===== src/rtl/slot_play_ctrl.sv =====
// Game sequencer in front of the slot core: keeps the credit balance, stretches the
// active-low start/stop strobes, waits for the reels to settle and pays out the result.
module slot_play_ctrl #(
  parameter int unsigned CREDIT_W      = 8,
  parameter int unsigned CREDIT_MAX    = 255,
  parameter logic [31:0] HOLD_CYCLES   = 32'd5000002,
  parameter logic [31:0] SETTLE_CYCLES = 32'd300000010,
  parameter logic [7:0]  PAY_PAIR      = 8'd2,
  parameter logic [7:0]  PAY_TRIPLE    = 8'd10,
  parameter logic [7:0]  PAY_SEVENS    = 8'd50
) (
  input  logic                clk,
  input  logic                reset,
  input  logic                coin_in,
  input  logic                play,
  input  logic                halt,
  input  logic [3:0]          slot_out0,
  input  logic [3:0]          slot_out1,
  input  logic [3:0]          slot_out2,
  output logic                start_n,
  output logic                stop_n,
  output logic [CREDIT_W-1:0] credits,
  output logic                busy,
  output logic                win,
  output logic [7:0]          win_amount
);

  typedef enum logic [2:0] {IDLE, START_HOLD, SPIN, STOP_HOLD, SETTLE, EVAL} state_t;

  localparam int unsigned        SUM_W    = CREDIT_W + 8;
  localparam logic [SUM_W-1:0]   MAX_WIDE = SUM_W'(CREDIT_MAX);

  state_t              state, state_nxt;
  logic [31:0]         timer, timer_nxt;
  logic                start_n_nxt, stop_n_nxt, win_nxt, busy_nxt;
  logic [7:0]          win_amount_nxt, payout;
  logic                debit, pay_en;
  logic [SUM_W-1:0]    credit_sum;
  logic [CREDIT_W-1:0] credits_nxt;

  // Reel scoring; only consumed while in EVAL.
  always_comb begin
    payout = '0;
    if (slot_out0 == slot_out1 && slot_out1 == slot_out2)
      payout = (slot_out0 == 4'd7) ? PAY_SEVENS : PAY_TRIPLE;
    else if (slot_out0 == slot_out1 || slot_out1 == slot_out2 || slot_out0 == slot_out2)
      payout = PAY_PAIR;
  end

  always_comb begin
    // NOTE: every signal gets a default first so no path through the case infers a latch.
    state_nxt      = state;
    timer_nxt      = timer + 32'd1;
    start_n_nxt    = start_n;
    stop_n_nxt     = stop_n;
    win_nxt        = 1'b0;
    win_amount_nxt = win_amount;
    debit          = 1'b0;
    pay_en         = 1'b0;
    unique case (state)
      IDLE: begin
        timer_nxt = '0;
        if (play && credits != '0) begin
          state_nxt      = START_HOLD;
          debit          = 1'b1;
          start_n_nxt    = 1'b0;
          win_amount_nxt = '0;
        end
      end
      START_HOLD: if (timer == HOLD_CYCLES - 32'd1) begin
        start_n_nxt = 1'b1;
        timer_nxt   = '0;
        state_nxt   = SPIN;
      end
      SPIN: begin
        timer_nxt = '0;
        if (halt) begin
          stop_n_nxt = 1'b0;
          state_nxt  = STOP_HOLD;
        end
      end
      STOP_HOLD: if (timer == HOLD_CYCLES - 32'd1) begin
        stop_n_nxt = 1'b1;
        timer_nxt  = '0;
        state_nxt  = SETTLE;
      end
      SETTLE: if (timer == SETTLE_CYCLES - 32'd1) begin
        timer_nxt = '0;
        state_nxt = EVAL;
      end
      EVAL: begin
        timer_nxt      = '0;
        pay_en         = 1'b1;
        win_amount_nxt = payout;
        win_nxt        = (payout != '0);
        state_nxt      = IDLE;
      end
      default: begin
        timer_nxt = '0;
        state_nxt = IDLE;
      end
    endcase
    busy_nxt = (state_nxt != IDLE);
  end

  // Coin, debit and payout merge into one wide sum so simultaneous events never wrap.
  always_comb begin
    credit_sum  = SUM_W'(credits) + SUM_W'(coin_in) + (pay_en ? SUM_W'(payout) : '0)
                  - SUM_W'(debit);
    credits_nxt = (credit_sum > MAX_WIDE) ? MAX_WIDE[CREDIT_W-1:0] : credit_sum[CREDIT_W-1:0];
  end

  // NOTE: sequential state uses non-blocking assignments so all flops update together.
  always_ff @(posedge clk or negedge reset) begin
    if (!reset) begin
      state      <= IDLE;
      timer      <= '0;
      start_n    <= 1'b1;
      stop_n     <= 1'b1;
      credits    <= '0;
      busy       <= 1'b0;
      win        <= 1'b0;
      win_amount <= '0;
    end else begin
      state      <= state_nxt;
      timer      <= timer_nxt;
      start_n    <= start_n_nxt;
      stop_n     <= stop_n_nxt;
      credits    <= credits_nxt;
      busy       <= busy_nxt;
      win        <= win_nxt;
      win_amount <= win_amount_nxt;
    end
  end

endmodule


===== config.mk =====
export PLATFORM = sky130hd
export DESIGN_NAME = slot_play_ctrl
export DESIGN_NICKNAME = d
export VERILOG_FILES = /design/src/rtl/slot_play_ctrl.sv
export SDC_FILE = /design/constraint.sdc
export NUM_CORES = 1
export LEC_CHECK = 0
export CAP_MARGIN = 20
export CELL_PAD_IN_SITES_DETAIL_PLACEMENT = 0
export CELL_PAD_IN_SITES_GLOBAL_PLACEMENT = 1
export CORE_MARGIN = 8
export CORE_UTILIZATION = 40
export DETAILED_ROUTE_END_ITERATION = 8
export HOLD_SLACK_MARGIN = 0.05
export PLACE_DENSITY = 0.86
export SYNTH_ARGS = -nofsm -noshare
export SYNTH_HDL_FRONTEND = slang
export SYNTH_SLANG_ARGS = --single-unit

===== constraint.sdc =====
create_clock -name clk -period 8.73 [get_ports clk]
set_clock_uncertainty 0.2 [all_clocks]
set_input_delay 1.746 -clock clk [delete_from_list [all_inputs] [get_ports clk]]
set_output_delay 1.746 -clock clk [all_outputs]
set_load 0.03 [all_outputs]

* Word-level counts from Yosys, hierarchy flattened *
Index checks and enable logic that the tools add are counted.
W data, S select, Z words.

storage, ports and cells
  bits in registers = 55
  bits of input ports = 17
  output and inout port bits = 20
  logic and storage cells = 68

cells by class
  $add $sub $neg = 4
  $lt $le $gt $ge = 1
  eq/ne operators = 15
  mux-type cells = 25
  reduce and logical (&&, ||, !) cells = 15

operators with widths
  kind                     number
  $mux W32                 2
  $pmux W32 S2             1
  $add A32 B1 Y32 const B  1
  $eq A32 B23 Y1 const B   1
  $eq A32 B29 Y1 const B   1
  $mux W8                  4
  $gt A16 B8 Y1 const B    1
  $pmux W8 S2              1
  $reduce_bool A8 Y1       2
  $mux W3                  5
  $pmux W3 S5              1
  $eq A4 B4 Y1             3
  $sub A10 B1 Y11          1
  $add A9 B8 Y10           1
  $add A8 B1 Y9            1
  $ne A2 B2 Y1 const B     4
  $mux W1                  7
  $eq A3 B2 Y1 const B     2
  $eq A3 B3 Y1 const B     2
  $mux W6                  1
  $reduce_and A3 Y1        2
  $reduce_bool A2 Y1       3
  $eq A4 B3 Y1 const B     1
  $pmux W1 S2              2
  8 further kinds          10

* Longest topological paths before layout *
Gate-level depths: netlist of the first run.

  depth in word-level cells = 10
  gate-level depth with buffers = 12
  gate-level depth less buffers = 12

* Worst setup path after synthesis of the first run *
No wires, ideal clock.

  kind = input to register
  start point = in play
  end point = reg credits[3]
  setup time = 140 ps
  arrival time = 4366 ps
  data required time = 8390 ps
  setup slack = 4023 ps
  stages = 11
  buffers on the path = 0
  cells stage by stage = or4b_1 > a41oi_2 > ha_1 > inv_1 > ha_1 > fa_1 > a211oi_1 > o21ai_0 > a211o_1 > a22oi_2 > o21ai_0

on the way
  cells in the longest elaborated chain, start to end = 6

ends and longest elaborated chain
  item                      RTL line  source
  from (decl)               15        input logic play,
  $logic_and A1 B1 Y1 (*)   63        if (play && credits != '0) begin
  $mux W1 (*)               63
  $mux W1 (*)               60        unique case (state)
  $sub A10 B1 Y11 (*)       109       - SUM_W'(debit);
  $gt A16 B8 Y1             110       credits_nxt = (credit_sum > MAX_WIDE) ? MAX_WIDE[CREDIT_W-1:0] : credit_sum[CREDIT_W-1:0];
  $mux W8 (*)               110
  named net credits_nxt[3]  39        logic [CREDIT_W-1:0] credits_nxt;
  to (signal assigned)      129       credits <= credits_nxt;
  to (decl)                 22        output logic [CREDIT_W-1:0] credits,

Mark *: on every way through the listed nets, which the timed path passes. The rest lies on a longest branch.
A chain may end at the register's enable or synchronous reset.

* Worst setup path after layout of the first run *
Ends and elaborated chain as after synthesis.

==> reports/qor.yml, run 1 <==
slew_viol_final: 0
antenna_violations_before_repair: 0
postSynthCellCount: 348
drt-vias-per-instance: 5.23
first_global_vias: 2564
totalWireLength_um: 7020
reg2reg_depth: 11
clock_latency_ns: 0.30
initialDrtViolationCount: 150
syn-mean-instance-area_um2: 9.07
area_delta_synth_final_pct: 16.2
clk_path_buf_depth: 2
post_synth_instance_area_um2: 3160
drive_above_1_share: 0.0531
period_needed_ns: 5.21
gpl.final_weighted_congestion: 0.877
slew_headroom: 0.597
synth_sequential_area_ratio: 0.397
fin_tns_setup_ns: 0
critPathMaxFanout: 7
final_critical_path_setup_slack_ns: 3.52
synth_xor_xnor_area_share: 0.122
grt_setup_unrepaired: "false"
die_height_um: 105
synth_async_sr_flop_share: 1.00
post_cts_resized: 0
critical_register_to_register_path_startpoint: "state[0]$_DFF_PN0_"
criticalPathCategory: "input port to flop"
cts_tree: "yes"
detailedRoute.firstPassIterationCount: 4
synthTopCellsByCount: "sky130_fd_sc_hd__dfrtp_1, sky130_fd_sc_hd__nor2_1, sky130_fd_sc_hd__xnor2_1"
post_cts_hold_buffer_count: 0
static-leakage-power_nw: 1.54
critical_path_required_ns: 8.69
fillerInstances: 765
portion_of_synthesized_cell_area_occupied_by_the_leading_cell_type: 0.381
die_x_um: 105
synth_seq_cells: 50
max-vdd-ir-drop_v: 0.0000851
globalRouteTotalUtil: 0.134
setup_viol: 0
cts_inserted_buffers: 5
wire_length_of_the_first_global_routing_pass_um: 12400
timing.critical_path.arrival_ns: 5.17
placed_cell_area_um2: 3530
dominantRegCellSynth: "sky130_fd_sc_hd__dfrtp_1"
vias: 2503
synth_most_common_cell: "sky130_fd_sc_hd__dfrtp_1"
buffer_ports.inserted: 32
tightest_slew_ns: 0.604
critical_path.endpoint_type: "flop"
cap_violations: 0
num-nets-final: 411
crit_end: "credits[3]$_DFF_PN0_"
multiplexer_share_of_the_synthesized_area: 0.00317
post_cts_setup_buffer_count: 0
dp_slack_ns: 3.23
synth_adder_area_share: 0.0738
ys_warn_count: 0
number_of_inserted_diodes: 0
detail-route-antenna-nets: 0
fin_crit_sh: 0.597
synth_enable_flop_cells: 0
final_core_utilization: 0.477
stdcell_area_um2: 3670
post_synth_and_or_nand_nor_area_fraction: 0.268
hold_path_class: "flop to flop"
numClockSinks: 50
drc_errors: 0
timing.rr.end: "credits[3]$_DFF_PN0_"
effective_utilization_at_floorplan: 0.410
synth.area.top_cells: "sky130_fd_sc_hd__dfrtp_1, sky130_fd_sc_hd__xnor2_1, sky130_fd_sc_hd__ha_1, sky130_fd_sc_hd__nor2_1, sky130_fd_sc_hd__inv_1"
critical_path.startpoint_type: "input port"
worst_setup_hold_path_clk_slew_ns: 0.10
globalRoute.totalOverflow: 0
placeableCoreArea_um2: 7690
dp_hpwl_um: 5310
achievable_frequency_ghz: 0.192
core.rowCount: 32
synth.lib_cells_used.distinct: 53
cts-htree-levels: 2
routedWlPerCell_um: 14.6
cts-root-buf: "sky130_fd_sc_hd__clkbuf_8"
crit_startpoint: "play"
power.density_nw_per_um2: 211
timing.reg2reg.setup_slack_ns: 4.84
synth_compound_area_frac: 0.0666
hold_depth: 2
design.die.area_um2: 11000
status: "finished clean"
hold_viol_final: 0
io-pin-count: 37
combinational_family_with_the_most_area_after_synthesis: "simple AND/OR/NAND/NOR gates"
pin_count_of_the_biggest_net_entering_global_routing: 36
netlist.top_cell.by_area: "sky130_fd_sc_hd__dfrtp_1"
-- where the power goes --
part	internal [mW]	switching [mW]	total (mW)
clock network	0.115	0.0799	0.195
registers	0.249	0.0143	0.264
logic	0.133	0.182	0.314
total	0.497	0.276	0.773
-- critical path, cell delays in order --
cell                              delay (ns)
sky130_fd_sc_hd__clkdlybuf4s50_1        0.46
sky130_fd_sc_hd__or4b_1                 0.45
sky130_fd_sc_hd__a41oi_2                0.27
sky130_fd_sc_hd__ha_1                   0.18
sky130_fd_sc_hd__inv_1                  0.04
sky130_fd_sc_hd__ha_1                   0.20
sky130_fd_sc_hd__fa_1                   0.43
sky130_fd_sc_hd__a211oi_1               0.38
sky130_fd_sc_hd__o21ai_0                0.14
sky130_fd_sc_hd__a211o_1                0.34
sky130_fd_sc_hd__a22oi_2                0.35
sky130_fd_sc_hd__o21ai_0                0.18
-- cell families after synthesis --
| group | Yosys count |
|---|---|
| xor+xnor | 44 |
| fa+ha+maj | 18 |
| compound gates | 31 |
| flops | 50 |
| simple gates | 158 |
| mux | 1 |
| other cells | 1 |
| buf+inv | 45 |
-- flip-flops by register name, indices dropped and copies added, names as in the netlist --
register and count:
credits 8, start_n 1, busy 1, win_amount 3, win 1, state 3
stop_n 1, timer 32
-- worst min-delay path by stage --
| stage | from | to |
|---|---|---|
| after CTS | stop_n$_DFFE_PN1P_ | stop_n$_DFFE_PN1P_ |
| after detailed placement | win_amount[3]$_DFFE_PN0P_ | win_amount[3]$_DFFE_PN0P_ |
| after floorplan | timer[0]$_DFF_PN0_ | timer[0]$_DFF_PN0_ |
| final | stop_n$_DFFE_PN1P_ | stop_n$_DFFE_PN1P_ |
| after global placement | win_amount[3]$_DFFE_PN0P_ | win_amount[3]$_DFFE_PN0P_ |
| after global routing | stop_n$_DFFE_PN1P_ | stop_n$_DFFE_PN1P_ |
-- cells in the final DEF, fill, tap and decap left out, types with 5 or more instances in the layout --
| master | instances |
|---|---|
| sky130_fd_sc_hd__dfrtp_1 | 48 |
| sky130_fd_sc_hd__nor4_1 | 14 |
| sky130_fd_sc_hd__nand4_1 | 14 |
| sky130_fd_sc_hd__nand2_1 | 29 |
| sky130_fd_sc_hd__ha_1 | 17 |
| sky130_fd_sc_hd__xnor2_1 | 36 |
| sky130_fd_sc_hd__xor2_1 | 8 |
| sky130_fd_sc_hd__nor2_1 | 45 |
| sky130_fd_sc_hd__clkbuf_8 | 5 |
| sky130_fd_sc_hd__clkdlybuf4s50_1 | 31 |
| sky130_fd_sc_hd__inv_1 | 30 |
| sky130_fd_sc_hd__nor3_1 | 10 |
| sky130_fd_sc_hd__a21oi_1 | 5 |
| sky130_fd_sc_hd__nand3_1 | 12 |
| sky130_fd_sc_hd__o21ai_0 | 10 |
-- per-stage QoR --
step	std cells	total power [mW]	hold slack, ns
floorplan	351	0.488	0.248
global placement	470	0.576	0.266
detailed placement	471	0.580	0.271
CTS	479	0.779	0.293
global route	479	0.826	0.307
finish	479	0.773	0.288
-- layout make-up --
class | count | area (µm²) | area share
inverter | 30 | 113 | 0.0307
sequential | 50 | 1250 | 0.342
multi-input combinational | 256 | 1700 | 0.463
tap | 102 | 128 | 0.0348
timing repair buffer | 33 | 335 | 0.0915
clock inverter | 3 | 68.8 | 0.0188
clock buffer | 5 | 68.8 | 0.0188
-- routing by layer --
| layer | share of wire | track usage | wire [µm] | up-vias |
|---|---|---|---|---|
| met5 | 0 | 0 | 0 | - |
| li1 | - | - | - | 1243 |
| met3 | 0.054 | 0.0276 | 382 | 6 |
| met4 | 0.0091 | 0.0418 | 64 | 0 |
| met2 | 0.46 | 0.210 | 3230 | 59 |
| met1 | 0.48 | 0.180 | 3340 | 1195 |
(Power assumes the default switching activity.)
==> run 2, diff against run 1 <==
clock period = 4.8 ns   (was 8.73 ns; I/O delays follow)
==> run 2 against run 1 <==
- via count shrank 0.68%
- cell count up 0.21%
- critical endpoint unchanged
- sequential power rose by 82%
- largest power group unchanged
- die area stayed put
- clock power is 25% higher
==> reports/qor.yml, run 2 (synthesis results as in run 1) <==
status: "finished clean"  # unchanged
routedWlPerCell_um: 14.4  # was 14.6 µm
effective_utilization_at_floorplan: 0.410  # unchanged
timing.critical_path.arrival_ns: 4.24  # was 5.17 ns
io-pin-count: 37  # unchanged
core.rowCount: 32  # unchanged
timing.hold.worst_endpoint: "stop_n$_DFFE_PN1P_"  # unchanged
drc_errors: 0  # unchanged
reg2reg_depth: 11  # unchanged
cap_violations: 0  # unchanged
fin_crit_sh: 0.894
globalRoute.totalOverflow: 0  # unchanged
gpl.final_weighted_congestion: 0.876  # was 0.877
timing.reg2reg.setup_slack_ns: 1.06  # was 4.84 ns
fin_tns_setup_ns: 0  # unchanged
slew_headroom: 0.587  # was 0.597
wire_length_of_the_first_global_routing_pass_um: 12000  # was 12,400 µm
cts_tree: "yes"  # unchanged
static-leakage-power_nw: 1.51  # was 1.54 nW
critPathMaxFanout: 7  # unchanged
globalRouteTotalUtil: 0.131  # was 0.134
placed_cell_area_um2: 3520  # was 3530 µm²
placeableCoreArea_um2: 7690  # unchanged
detail_route.wirelength.met1_um: 3420  # was 3340 µm
critical_path_required_ns: 4.75  # was 8.69 ns
num-nets-final: 412  # was 411
number_of_inserted_diodes: 0  # unchanged
period_needed_ns: 4.29
detail-route-antenna-nets: 0  # unchanged
achievable_frequency_ghz: 0.233
numClockSinks: 50  # unchanged
tightest_slew_ns: 0.619  # was 0.604 ns
route.top_layer_used: "met4"  # unchanged
final_cell_count_no_fill: 480  # was 479
buffer_ports.inserted: 32  # unchanged
detailedRoute.firstPassIterationCount: 4  # unchanged
hold-worst-slack_ns: 0.284  # was 0.288 ns
initialDrtViolationCount: 152  # was 150
antenna_violations_before_repair: 0  # unchanged
criticalPathCategory: "input port to flop"  # unchanged
clock_latency_ns: 0.31  # was 0.30 ns
cts_inserted_buffers: 5  # unchanged
max-vdd-ir-drop_v: 0.000184  # was 0.0000851 V
largest_register_ffs: 32  # unchanged
vias: 2486  # was 2,503
area_delta_synth_final_pct: 14.4  # was 16.2%
post_cts_resized: 0  # unchanged
totalWireLength_um: 6900  # was 7020 µm
hold_viol_final: 0  # unchanged
post_cts_hold_buffer_count: 0  # unchanged
first_global_vias: 2464  # was 2,564
drive_above_1_share: 0.0529  # was 0.0531
drt-vias-per-instance: 5.18  # was 5.23
post_cts_setup_buffer_count: 0  # unchanged
critical_register_to_register_path_startpoint: "state[0]$_DFF_PN0_"  # unchanged
hold_path_class: "flop to flop"  # unchanged
dr_wl_met3_um: 320  # was 382 µm
final_common_cell: "sky130_fd_sc_hd__dfrtp_1"  # unchanged
power.density_nw_per_um2: 358  # was 211 nW/µm²
worst_hold_startpoint: "stop_n$_DFFE_PN1P_"  # unchanged
hold_depth: 2  # unchanged
grt_setup_unrepaired: "false"  # unchanged
die_x_um: 105  # unchanged
cts-htree-levels: 2  # unchanged
clk_path_buf_depth: 2  # unchanged
largest_registers_ranked_by_flip_flop_count: "timer (32), credits (8)"  # unchanged
slew_viol_final: 0  # unchanged
critical_path.startpoint_type: "input port"  # unchanged
setup_viol: 0  # unchanged
die_height_um: 105  # unchanged
pin_count_of_the_biggest_net_entering_global_routing: 51  # was 36
cts-root-buf: "sky130_fd_sc_hd__clkbuf_8"  # unchanged
dp_cells: 472  # was 471
report.power.total_mw: 1.29  # was 0.773 mW
registers.top_by_ff_count: "timer"  # unchanged
critical_path.endpoint_type: "flop"  # unchanged
stdcell_area_um2: 3610  # was 3670 µm²
wl_met2_um: 3090  # was 3230 µm
dp_hpwl_um: 5180  # was 5310 µm
design.die.area_um2: 11000  # unchanged
timing.rr.end: "credits[3]$_DFF_PN0_"  # unchanged
layout_common_cells: "sky130_fd_sc_hd__dfrtp_1, sky130_fd_sc_hd__nor2_1, sky130_fd_sc_hd__xnor2_1"  # unchanged
worst_setup_hold_path_clk_slew_ns: 0.09  # was 0.10 ns
## run 2: changes by cell type in the layout (fill, tap and decap cells not counted)
cell                         change
sky130_fd_sc_hd__buf_12          -1
sky130_fd_sc_hd__buf_4           +2
sky130_fd_sc_hd__bufinv_16       -2
sky130_fd_sc_hd__clkbuf_1        +1
sky130_fd_sc_hd__clkinvlp_4      +2
sky130_fd_sc_hd__clkinv_4        -1
## run 2: worst max path at each step
stage                            start                    to  slack [ns]
after CTS                 slot_out2[2]  credits[3]$_DFF_PN0_        0.52
after floorplan                   play  credits[3]$_DFF_PN0_        0.88
after global routing      slot_out1[2]  credits[3]$_DFF_PN0_        0.28
after global placement    slot_out1[3]  credits[3]$_DFF_PN0_        0.29
after detailed placement  slot_out2[2]  credits[3]$_DFF_PN0_        0.21
final                     slot_out2[2]  credits[3]$_DFF_PN0_        0.51
## run 2: cell type report
| type | instances | area (µm²) |
|---|---|---|
| fillers | 756 | 4080 |
| multi-input cells | 256 | 1700 |
| flip-flops and latches | 50 | 1250 |
| repair buffers | 34 | 330 |
| well taps | 102 | 128 |
| inverters | 30 | 113 |
| clock buffers | 6 | 72.6 |
| clock inverters | 2 | 15.0 |
## run 2: stage by stage
step	utilization	setup WS [ns]
floorplan	-	0.879
global placement	0.458	0.285
detailed placement	0.458	0.206
CTS	0.470	0.518
global route	0.470	0.275
finish	0.470	0.507
## run 2: routing by layer
metal / vias up / global-route usage
li1: 1244 / -
met1: 1178 / 0.178
met2: 55 / 0.202
met3: 9 / 0.0344
met4: 0 / 0.0275
met5: - / 0
## run 2: critical path, cell delays in order
cell,delay [ns]
sky130_fd_sc_hd__clkdlybuf4s50_1,0.52
sky130_fd_sc_hd__xnor2_1,0.14
sky130_fd_sc_hd__nand4_1,0.14
sky130_fd_sc_hd__a31oi_1,0.23
sky130_fd_sc_hd__inv_1,0.09
sky130_fd_sc_hd__ha_1,0.28
sky130_fd_sc_hd__inv_1,0.06
sky130_fd_sc_hd__fa_1,0.47
sky130_fd_sc_hd__a211oi_1,0.38
sky130_fd_sc_hd__o21ai_0,0.15
sky130_fd_sc_hd__a211o_1,0.33
sky130_fd_sc_hd__a22oi_2,0.33
sky130_fd_sc_hd__o21ai_0,0.16
## run 2: where the power goes
part | switching [mW] | leakage [nW] | total (mW) | internal (mW)
Sequential | 0.0277 | 0.636 | 0.481 | 0.454
Clock | 0.140 | 0.0374 | 0.243 | 0.103
Combinational | 0.329 | 0.841 | 0.569 | 0.240
